File: src/rtl/pulse_stretcher_fsm.sv
// rtl/pulse_stretcher_fsm.sv - stretches trigger pulses into a registered level followed by a low guard gap
// Optional macro PULSE_STRETCH_RETRIGGER_EN: a trigger during ACTIVE reloads the level length.
module pulse_stretcher_fsm #(
    parameter int WIDTH = 8,
    parameter int GAP   = 1
) (
    input  logic             clk,
    input  logic             reset,
    input  logic             pulse_in,
    input  logic [WIDTH-1:0] len,
    output logic             level_out,
    output logic             busy,
    output logic             done,
    output logic             missed,
    output logic [WIDTH-1:0] remaining
);

    localparam logic [1:0] S_IDLE   = 2'd0;
    localparam logic [1:0] S_ACTIVE = 2'd1;
    localparam logic [1:0] S_GUARD  = 2'd2;

    localparam bit         HAS_GUARD = (GAP > 0);
    localparam logic [7:0] GAP_LOAD  = HAS_GUARD ? 8'(GAP - 1) : 8'd0;

    logic [1:0]       state_q, state_d;
    logic             level_q, level_d;
    logic             busy_q, busy_d;
    logic             done_q, done_d;
    logic             missed_q, missed_d;
    logic [WIDTH-1:0] rem_q, rem_d;
    logic [7:0]       gap_q, gap_d;
    logic             trig;

    // A zero-length trigger is a no-op everywhere and never counts as dropped.
    assign trig = pulse_in && (len != '0);

    always_comb begin
        state_d  = state_q;
        level_d  = level_q;
        rem_d    = rem_q;
        gap_d    = gap_q;
        done_d   = 1'b0;
        missed_d = 1'b0;

        case (state_q)
            S_IDLE: begin
                level_d = 1'b0;
                rem_d   = '0;
                if (trig) begin
                    state_d = S_ACTIVE;
                    level_d = 1'b1;
                    rem_d   = len - WIDTH'(1);
                end
            end

            S_ACTIVE: begin
`ifdef PULSE_STRETCH_RETRIGGER_EN
                // Reload beats expiry, so a trigger on the last high cycle extends the level.
                if (trig) begin
                    level_d = 1'b1;
                    rem_d   = len - WIDTH'(1);
                end else if (rem_q != '0) begin
                    rem_d = rem_q - WIDTH'(1);
                end else begin
                    level_d = 1'b0;
                    done_d  = 1'b1;
                    if (HAS_GUARD) begin
                        state_d = S_GUARD;
                        gap_d   = GAP_LOAD;
                    end else begin
                        state_d = S_IDLE;
                    end
                end
`else
                missed_d = trig;
                if (rem_q != '0) begin
                    rem_d = rem_q - WIDTH'(1);
                end else begin
                    level_d = 1'b0;
                    done_d  = 1'b1;
                    if (HAS_GUARD) begin
                        state_d = S_GUARD;
                        gap_d   = GAP_LOAD;
                    end else begin
                        state_d = S_IDLE;
                    end
                end
`endif
            end

            S_GUARD: begin
                level_d  = 1'b0;
                rem_d    = '0;
                missed_d = trig;
                if (gap_q == 8'd0) begin
                    state_d = S_IDLE;
                end else begin
                    gap_d = gap_q - 8'd1;
                end
            end

            default: begin
                state_d = S_IDLE;
                level_d = 1'b0;
                rem_d   = '0;
                gap_d   = 8'd0;
            end
        endcase

        busy_d = (state_d != S_IDLE);
    end

    always_ff @(posedge clk) begin
        if (reset) begin
            state_q  <= S_IDLE;
            level_q  <= 1'b0;
            busy_q   <= 1'b0;
            done_q   <= 1'b0;
            missed_q <= 1'b0;
            rem_q    <= '0;
            gap_q    <= 8'd0;
        end else begin
            state_q  <= state_d;
            level_q  <= level_d;
            busy_q   <= busy_d;
            done_q   <= done_d;
            missed_q <= missed_d;
            rem_q    <= rem_d;
            gap_q    <= gap_d;
        end
    end

    assign level_out = level_q;
    assign busy      = busy_q;
    assign done      = done_q;
    assign missed    = missed_q;
    assign remaining = rem_q;

endmodule

File: config.mk
export PLATFORM = sky130hd
export DESIGN_NAME = pulse_stretcher_fsm
export DESIGN_NICKNAME = d
export VERILOG_FILES = /design/src/rtl/pulse_stretcher_fsm.sv
export SDC_FILE = /design/constraint.sdc
export NUM_CORES = 1
export LEC_CHECK = 0
export ABC_CLOCK_PERIOD_IN_PS = 2500
export BUFFER_PORTS_ARGS = -buffer_cell sky130_fd_sc_hd__buf_2
export CORE_ASPECT_RATIO = 0.6
export CORE_MARGIN = 2
export CORE_UTILIZATION = 38
export CTS_CLUSTER_SIZE = 12
export DETAILED_ROUTE_END_ITERATION = 10
export PLACE_DENSITY_LB_ADDON = 0.1
export SYNTH_ARGS = -nofsm -noshare
export SYNTH_HDL_FRONTEND = slang
export SYNTH_SLANG_ARGS = --single-unit
File: constraint.sdc
create_clock -name clk -period 2.5 [get_ports clk]
set_clock_uncertainty 0.2 [all_clocks]
set_input_delay 0.5 -clock clk [delete_from_list [all_inputs] [get_ports clk]]
set_output_delay 0.5 -clock clk [all_outputs]
set_load 0.1 [all_outputs]
==> metrics.txt, run 1 <==
Final Wtd Congestion=0.828; Synth Warn #=0; Slowest-stage cell, CP=or4_1; commonest non-fill, non-tap cell in the layout=buf_2; Worst Path Required=between 2 and 2.5 ns; Rel. slew slack=roughly 66%; FF+latch count, synth=22; Layout area overhead=16.1%; Setup crit end kind=flip-flop; Die X-Extent=81.5 µm; pin count of the biggest net entering global routing=20; drt pass-1 iters=4; register area share after synthesis=around 32%; Remaining DRCs=0; core area=about 0.0033 mm²; max-slew violations=0; crit path cell chain=inv_1, ha_1, nor4_1, a41oi_1, buf_4, or4_1, a21oi_1; Worst Max-Slew Pin Slew=about 0.5 ns; post-cts repair resize count=0; Initial DRC Count=120; Worst-path clk slew=0.07 ns; max cap viols=0; die area=approximately 0.004 mm²; io pins=23; crit share post-route=between 80% and 90%; TritonCTS Buffers=3; delay-heaviest family, CP=simple AND/OR/NAND/NOR gates; CTS Sinks=22; post-synthesis cell type count=42; outcome=complete, no violations; min Tclk post-route=approximately 2.2 ns; Critical Path Start Type=flip-flop; CTS Buffer Depth=2; Fmax achieved=~0.45 GHz; initial antenna violation count=0; syn nets=around 190; # port buffers=22; first-pass GRT wire length=roughly 6000 µm; RSZ-0062 raised after global routing=no; layout cell share with drive strength beyond 1=19.6%; Min-Delay Path Class=reg2reg; area of the multi-input gates=846 µm²; Initial Util=41.0%; vias in the first global route=1219; Filler Cell Count=around 310; WL final=between 3000 and 4000 µm; setup tns final=0 ns; H-tree levels=1; detailed-placement wirelength estimate=~2600 µm; CTS root buf=clkbuf_8; FF+latch area=between 400 and 500 µm²; Post-CTS Hold Fix Bufs=0; diode count=0; grt ovf=0; crit-path max FO=19; CP bufs+invs=2; Row Count=16; nets=between 200 and 250; die height=slightly above 50 µm; Crit path largest cell delay=just over 0.5 ns; antenna viol nets, final=0; Critical Path AT=around 2.2 ns; Fin. Hold Viols=0; post-CTS setup buffers=0; clock latency on the worst-skew pair=0.26 ns; synthesized area per cell=between 8 and 9 µm²; Setup-failing EPs final=0; Netlist Area Pre-Place=about 0.0014 mm²; post-DR vias/cell=roughly 5.7; most frequent cells in the layout=buf_2, dfxtp_1, inv_1, a21oi_1; CP Class=reg2reg; WL/cell=15.1 µm; vias=about 1300; All-Layer GR Usage=a little under a fifth; synthesized instance count=around 170; CTS tree=done
cell type report:
type,count,area share [%]
tap,45,3.54
clock buffer,3,2.60
sequential,22,27.9
multi-input combinational,122,53.2
inverter,15,3.54
timing repair buffer,27,9.28
cell usage after synthesis (all sizes together):
cell,n,share of area [%]
and3,1,0.46
ha,10,9.1
a211oi,1,0.55
xnor2,1,0.64
o41ai,1,0.64
nor2,9,2.5
a31oi,1,0.46
o31a,2,1.3
a21boi,1,0.55
o211ai,3,1.6
or4b,1,0.73
o21a,2,1.1
o311ai,1,0.64
or3b,1,0.64
o21ai,11,4.0
a41oi,1,0.64
nand2,5,1.4
or3,6,2.7
inv,15,4.1
nor3b,4,2.2
or2,1,0.46
nand3,2,0.73
o2111ai,1,0.64
a211o,1,0.64
dfxtp,22,32
or4,9,4.9
and4,1,0.64
clkbuf,4,1.1
o31ai,7,3.8
xor2,4,2.6
buf,2,0.91
o21bai,1,0.55
nor4,6,2.7
o2bb2ai,1,0.64
nor3,5,1.8
a21oi,13,4.7
a31o,2,1.3
o221a,1,0.82
a22oi,4,2.2
a311oi,1,0.64
path summary, 6_finish.rpt:
| check | end | slack, ns | cells past startpoint | from |
|---|---|---|---|---|
| worst max-delay path | gap_q[6]$_SDFFE_PP0P_ | 0.27 | 7 | state_q[1]$_SDFF_PP0_ |
| worst min-delay path | gap_q[5]$_SDFFE_PP0P_ | 0.29 | 2 | gap_q[5]$_SDFFE_PP0P_ |
| worst max register to register | gap_q[6]$_SDFFE_PP0P_ | 0.27 | 7 | state_q[1]$_SDFF_PP0_ |
| worst min register to register | gap_q[5]$_SDFFE_PP0P_ | 0.29 | 2 | gap_q[5]$_SDFFE_PP0P_ |
flip-flops by register name (all words and copies together) (netlist names):
name	cells
remaining	8
gap_q	8
missed	1
level_out	1
done	1
busy	1
state_q	2
metrics by stage:
stage | cells | utilization, % | worst slack [ns] | instance area, µm² | hold WS [ns]
finish | 234 | 47.6 | 0.275 | 1590 | 0.290
global route | 234 | 47.6 | 0.108 | 1590 | 0.321
CTS | 234 | 47.6 | 0.267 | 1590 | 0.292
detailed placement | 231 | 46.3 | 0.248 | 1550 | 0.279
global placement | 231 | 46.3 | 0.302 | 1550 | 0.275
floorplan | 165 | - | 0.0110 | 1370 | 0.252
tightest hold or removal path: stages (launching register included):
cell,delay [ns]
dfxtp_1,0.32
o31ai_1,0.06
a21oi_1,0.06
routing by layer:
metal | wire length (µm) | up-vias | share of wire (%) | track usage, %
met5 | 0 | - | 0 | 0
met4 | 19 | 0 | 0.54 | 4.24
met3 | 278 | 2 | 7.9 | 4.68
met2 | 1270 | 51 | 36 | 23.1
met1 | 1970 | 613 | 56 | 31.7
li1 | - | 679 | - | -
cells by family (layout without fill, tap and decap cells):
family                     Yosys count  count (layout)  share of synthesized area (%)
AOI/OAI and AO/OA                   56              56                           27.5
xor gates and xnor gates             5               5                           3.20
adders and majority gates           10              10                           9.13
buffers and inverters               21              45                           6.12
DFF                                 22              22                           32.1
and+or+nand+nor                     51              51                           21.9
Power of run 1 is not shown: default switching activity piles up to over one toggle a cycle in this logic, so the estimate is an artifact.
==> run 2: changes to the inputs <==
--- a/config.mk
+++ b/config.mk
@@ -6,7 +6,7 @@
 export NUM_CORES = 1
 export LEC_CHECK = 0
 export ABC_CLOCK_PERIOD_IN_PS = 2500
-export BUFFER_PORTS_ARGS = -buffer_cell sky130_fd_sc_hd__buf_2
+export BUFFER_PORTS_ARGS = -buffer_cell sky130_fd_sc_hd__clkbuf_2
 export CORE_ASPECT_RATIO = 0.6
 export CORE_MARGIN = 2
 export CORE_UTILIZATION = 38
==> run 2 against run 1 <==
Register-to-register slack got worse by 0.02 ns. First-iteration DRC count is 39% higher. Sequential share of layout area down 0.37 points. Critical path type unchanged.
==> metrics.txt, run 2 (synthesis gave the netlist of run 1 again) <==
CP Class=reg2reg; R2R depth=7 (unchanged); outcome=complete, no violations; Slowest-stage cell, CP=or4_1; die area=0.00412 mm² (unchanged); area of the multi-input gates=846 µm² (unchanged); Min-Delay Path Class=reg2reg; Filler Cell Count=300 (-2.9%); crit path cell chain=inv_1, ha_1, nor4_1, a41oi_1, buf_4, or4_1, a21oi_1; Fmax achieved=0.445 GHz (-1.0%); post-DR vias/cell=5.67 (-1.4%); first-pass GRT wire length=5900 µm (-0.92%); Initial Util=41.0% (unchanged); setup tns final=0 ns (unchanged); max-slew violations=0 (unchanged); Worst-path clk slew=0.08 ns (about the same); Critical Path AT=2.24 ns (+0.02 ns); setup slack, reg-to-reg=0.25 ns (-0.02 ns); max cap viols=0 (unchanged); fin util=48.2% (+0.64 points); H-tree levels=1 (unchanged); most frequent cells in the layout=clkbuf_2, dfxtp_1, inv_1, a21oi_1; detailed-placement wirelength estimate=2710 µm (+3.7%); antenna viol nets, final=0 (unchanged); FF+latch area=443 µm² (unchanged); # port buffers=22 (unchanged); CP endpoint=gap_q[7]$_SDFFE_PP0P_; diode count=0 (unchanged); nets=213 (+0.47%); Worst Path Required=2.49 ns (about the same); All-Layer GR Usage=18.8% (-0.22 points); CTS tree=done; layout cell share with drive strength beyond 1=20.4% (+0.84 points); crit path launch=state_q[1]$_SDFF_PP0_; WL/cell=14.9 µm (-1.2%); Area after DPL=0.00156 mm² (+0.48%); Die X-Extent=81.5 µm (unchanged); drt pass-1 iters=4 (unchanged); grt ovf=0 (unchanged); Final Cell Area=0.00161 mm² (+1.3%); Final Wtd Congestion=0.818 (-1.3%); worst reg2reg startpoint=state_q[1]$_SDFF_PP0_; clock latency on the worst-skew pair=0.26 ns (about the same); Setup crit end kind=flip-flop; commonest non-fill, non-tap cell in the layout=clkbuf_2; Fin. Hold Viols=0 (unchanged); Worst Max-Slew Pin Slew=0.530 ns (+0.0274 ns); CTS Buffer Depth=2 (unchanged); post-CTS setup buffers=0 (unchanged); Post-CTS Hold Fix Bufs=0 (unchanged); vias=1338 (-0.52%); initial antenna violation count=0 (unchanged); min Tclk post-route=2.25 ns (+0.0226 ns); WL final=3520 µm (-0.31%); Setup-failing EPs final=0 (unchanged); CTS Sinks=22 (unchanged); vias in the first global route=1224 (+0.41%); Critical Path Start Type=flip-flop; crit share post-route=89.9% (+0.90 points); Row Count=16 (unchanged); Rel. slew slack=64.5% (-1.8 points); io pins=23 (unchanged); crit-path max FO=19 (unchanged); Remaining DRCs=0 (unchanged); die height=50.5 µm (unchanged); Layout area overhead=17.6%; pin count of the biggest net entering global routing=20 (unchanged); Worst R2R End=gap_q[7]$_SDFFE_PP0P_; post-cts repair resize count=0 (unchanged); Crit path largest cell delay=0.50 ns (about the same); RSZ-0062 raised after global routing=no; Initial DRC Count=167 (+39%); core area=0.00334 mm² (unchanged); CTS root buf=clkbuf_8; TritonCTS Buffers=3 (unchanged)
[run 2: cell types whose count changed in the layout (fill, tap and decap cells not counted), sizes merged]
cell and delta:
buf -21, clkbuf +23
[run 2: stage by stage]
stage	std cells	hold slack, ns	setup WS, ns
final	236	0.300	0.252
after detailed placement	232	0.279	0.274
after global placement	232	0.269	0.294
after global routing	236	0.336	0.0959
after CTS	236	0.290	0.265
after floorplan	165	0.252	0.0110
[run 2: layout make-up]
class | count | area share (%)
clock buffers | 4 | 3.42
repair buffers | 28 | 9.63
inverters | 15 | 3.49
well taps | 45 | 3.49
flip-flops and latches | 22 | 27.5
multi-input cells | 122 | 52.5
[run 2: worst max-delay path: cells and delay by family, from the launching register on]
| family | cells | cell delay, ns |
|---|---|---|
| AOI/OAI and AO/OA | 2 | 0.31 |
| adders and majority gates | 1 | 0.25 |
| buffers and inverters | 2 | 0.30 |
| DFF | 1 | 0.42 |
| and+or+nand+nor | 2 | 0.69 |
[run 2: routing by layer]
layer | track usage [%] | part of all wire (%) | routed length, µm
met5 | 0 | 0 | 0
met2 | 23.8 | 36 | 1280
met3 | 4.86 | 7.6 | 269
met4 | 3.95 | 0.57 | 20
met1 | 30.5 | 56 | 1960
[run 2: worst min-delay path by stage]
stage	start	end	slack [ns]	cells after the start
2_1_floorplan	gap_q[5]$_SDFFE_PP0P_	gap_q[5]$_SDFFE_PP0P_	0.25	2
3_3_place_gp	gap_q[5]$_SDFFE_PP0P_	gap_q[5]$_SDFFE_PP0P_	0.27	2
3_5_place_dp	gap_q[5]$_SDFFE_PP0P_	gap_q[5]$_SDFFE_PP0P_	0.28	2
4_1_cts	gap_q[5]$_SDFFE_PP0P_	gap_q[5]$_SDFFE_PP0P_	0.29	2
5_1_grt	remaining[0]$_SDFFE_PP0P_	remaining[0]$_SDFFE_PP0P_	0.34	1
6_report	gap_q[5]$_SDFFE_PP0P_	gap_q[5]$_SDFFE_PP0P_	0.30	2
Power of run 2 is left out for the same reason.
==> run 3: changes to the inputs <==
--- a/config.mk
+++ b/config.mk
@@ -7,6 +7,8 @@
 export LEC_CHECK = 0
 export ABC_CLOCK_PERIOD_IN_PS = 2500
 export BUFFER_PORTS_ARGS = -buffer_cell sky130_fd_sc_hd__clkbuf_2
+export CELL_PAD_IN_SITES_DETAIL_PLACEMENT = 1
+export CELL_PAD_IN_SITES_GLOBAL_PLACEMENT = 1
 export CORE_ASPECT_RATIO = 0.6
 export CORE_MARGIN = 2
 export CORE_UTILIZATION = 38
==> run 3 against run 2 <==
Design area up 0.54%. Critical path depth decreased by 1. Routed wire length rose by 20%. Via count up 7.6%. Non-clock buffer count is 1 higher. Register-to-register slack got worse by 0.03 ns.
==> metrics.txt, run 3 (synthesis gave the netlist of run 1 again) <==
Critical Path Start Type=flip-flop; crit share post-route=91.3% (+1.4 points); Crit path largest cell delay=0.61 ns (+0.11 ns); antenna viol nets, final=0 (unchanged); drt pass-1 iters=5 (+1); first-pass GRT wire length=6830 µm (+16%); CP bufs+invs=2 (unchanged); clock latency on the worst-skew pair=0.26 ns (about the same); Min-Delay Path Class=reg2reg; pin count of the biggest net entering global routing=20 (unchanged); crit-path max FO=6 (-13); All-Layer GR Usage=22.2% (+3.4 points); vias in the first global route=1338 (+9.3%); commonest non-fill, non-tap cell in the layout=clkbuf_2; Fin. Hold Viols=0 (unchanged); max cap viols=0 (unchanged); CTS tree=done; Final Wtd Congestion=0.838 (+2.4%); max-slew violations=0 (unchanged); Worst-path clk slew=0.09 ns (about the same); Layout area overhead=18.3%; delay-heaviest family, CP=compound AO/OA/AOI/OAI gates; io pins=23 (unchanged); hold slack=0.295 ns (-0.00453 ns); Crit path top cell by count=inv_1; die area=0.00412 mm² (unchanged); # port buffers=22 (unchanged); Initial DRC Count=113 (-32%); vias=1440 (+7.6%); post-DR vias/cell=6.08 (+7.2%); WL/cell=17.9 µm (+20%); setup tns final=0 ns (unchanged); Area after DPL=0.00156 mm² (+0.48%); Die X-Extent=81.5 µm (unchanged); TritonCTS Buffers=3 (unchanged); RSZ-0062 raised after global routing=no; outcome=complete, no violations; Setup crit end kind=flip-flop; die height=50.5 µm (unchanged); post-cts repair resize count=0 (unchanged); grt ovf=0 (unchanged); CP endpoint=remaining[7]$_SDFFE_PP0P_; worst reg2reg startpoint=state_q[1]$_SDFF_PP0_; Initial Util=41.0% (unchanged); crit path launch=state_q[1]$_SDFF_PP0_; detailed-placement wirelength estimate=3230 µm (+19%); dpl cells=233 (+0.43%); CP Class=reg2reg; Final Cell Area=0.00162 mm² (+0.54%); Row Count=16 (unchanged); Remaining DRCs=0 (unchanged); final std cells w/o fill=237 (+0.42%); initial antenna violation count=0 (unchanged); crit path cell chain=inv_1, ha_1, inv_1, a311oi_1, o21ai_0, a21oi_1; Post-CTS Hold Fix Bufs=0 (unchanged); setup slack, reg-to-reg=0.22 ns (-0.03 ns); min Tclk post-route=2.28 ns (+0.0341 ns); Fmax achieved=0.438 GHz (-1.5%); Slowest-stage cell, CP=a311oi_1; Critical Path AT=2.28 ns (+0.04 ns); Setup-failing EPs final=0 (unchanged); Worst Max-Slew Pin Slew=0.698 ns (+0.168 ns); CTS Sinks=22 (unchanged); post-CTS setup buffers=0 (unchanged); core area=0.00334 mm² (unchanged); nets=214 (+0.47%); H-tree levels=1 (unchanged); Worst R2R End=remaining[7]$_SDFFE_PP0P_; Worst Path Required=2.50 ns (about the same); Crit path depth=6 (-1); Rel. slew slack=53.2% (-11 points); R2R depth=6 (-1); layout cell share with drive strength beyond 1=21.4% (+0.94 points); CTS root buf=clkbuf_8; diode count=0 (unchanged); most frequent cells in the layout=clkbuf_2, dfxtp_1, inv_1, a21oi_1; WL final=4230 µm (+20%); CTS Buffer Depth=2 (unchanged)
## run 3: cell types whose count changed in the layout (fill, tap and decap cells not counted)
cell and change:
buf_4 +1, dfxtp_1 -1, dfxtp_2 +1
## run 3: stage by stage
stage | worst slack, ns | utilization (%)
floorplan | 0.0110 | -
global placement | 0.261 | 46.8
detailed placement | 0.145 | 46.8
CTS | 0.152 | 48.4
global route | 0.0606 | 48.5
finish | 0.218 | 48.5
## run 3: layout make-up
type / instances / area (µm²)
clock buffers: 4 / 55.1
fillers: 425 / 1720
inverters: 15 / 56.3
multi-input cells: 122 / 846
flip-flops and latches: 22 / 444
well taps: 45 / 56.3
repair buffers: 29 / 163
## run 3: worst register-to-register path: stages (launching register included)
cell and delay, ns:
dfxtp_2 0.36, inv_1 0.08, ha_1 0.30, inv_1 0.10, a311oi_1 0.61, o21ai_0 0.36
a21oi_1 0.20
## run 3: worst min-delay path by stage
stage | endpoint | start | slack, ns | depth (start not counted)
final | gap_q[5]$_SDFFE_PP0P_ | gap_q[5]$_SDFFE_PP0P_ | 0.30 | 2
after global routing | remaining[0]$_SDFFE_PP0P_ | remaining[0]$_SDFFE_PP0P_ | 0.32 | 1
after CTS | gap_q[5]$_SDFFE_PP0P_ | gap_q[5]$_SDFFE_PP0P_ | 0.29 | 2
after detailed placement | gap_q[5]$_SDFFE_PP0P_ | gap_q[5]$_SDFFE_PP0P_ | 0.28 | 2
after global placement | gap_q[7]$_SDFFE_PP0P_ | gap_q[7]$_SDFFE_PP0P_ | 0.26 | 2
after floorplan | gap_q[5]$_SDFFE_PP0P_ | gap_q[5]$_SDFFE_PP0P_ | 0.25 | 2
## run 3: routing by layer
metal | part of all wire [%] | vias up | track usage (%)
met5 | 0 | - | 0
met4 | 1.2 | 0 | 2.82
met3 | 6.5 | 9 | 6.47
met2 | 40 | 48 | 31.4
met1 | 53 | 702 | 33.6
li1 | - | 681 | -
Power of run 3 is left out for the same reason.
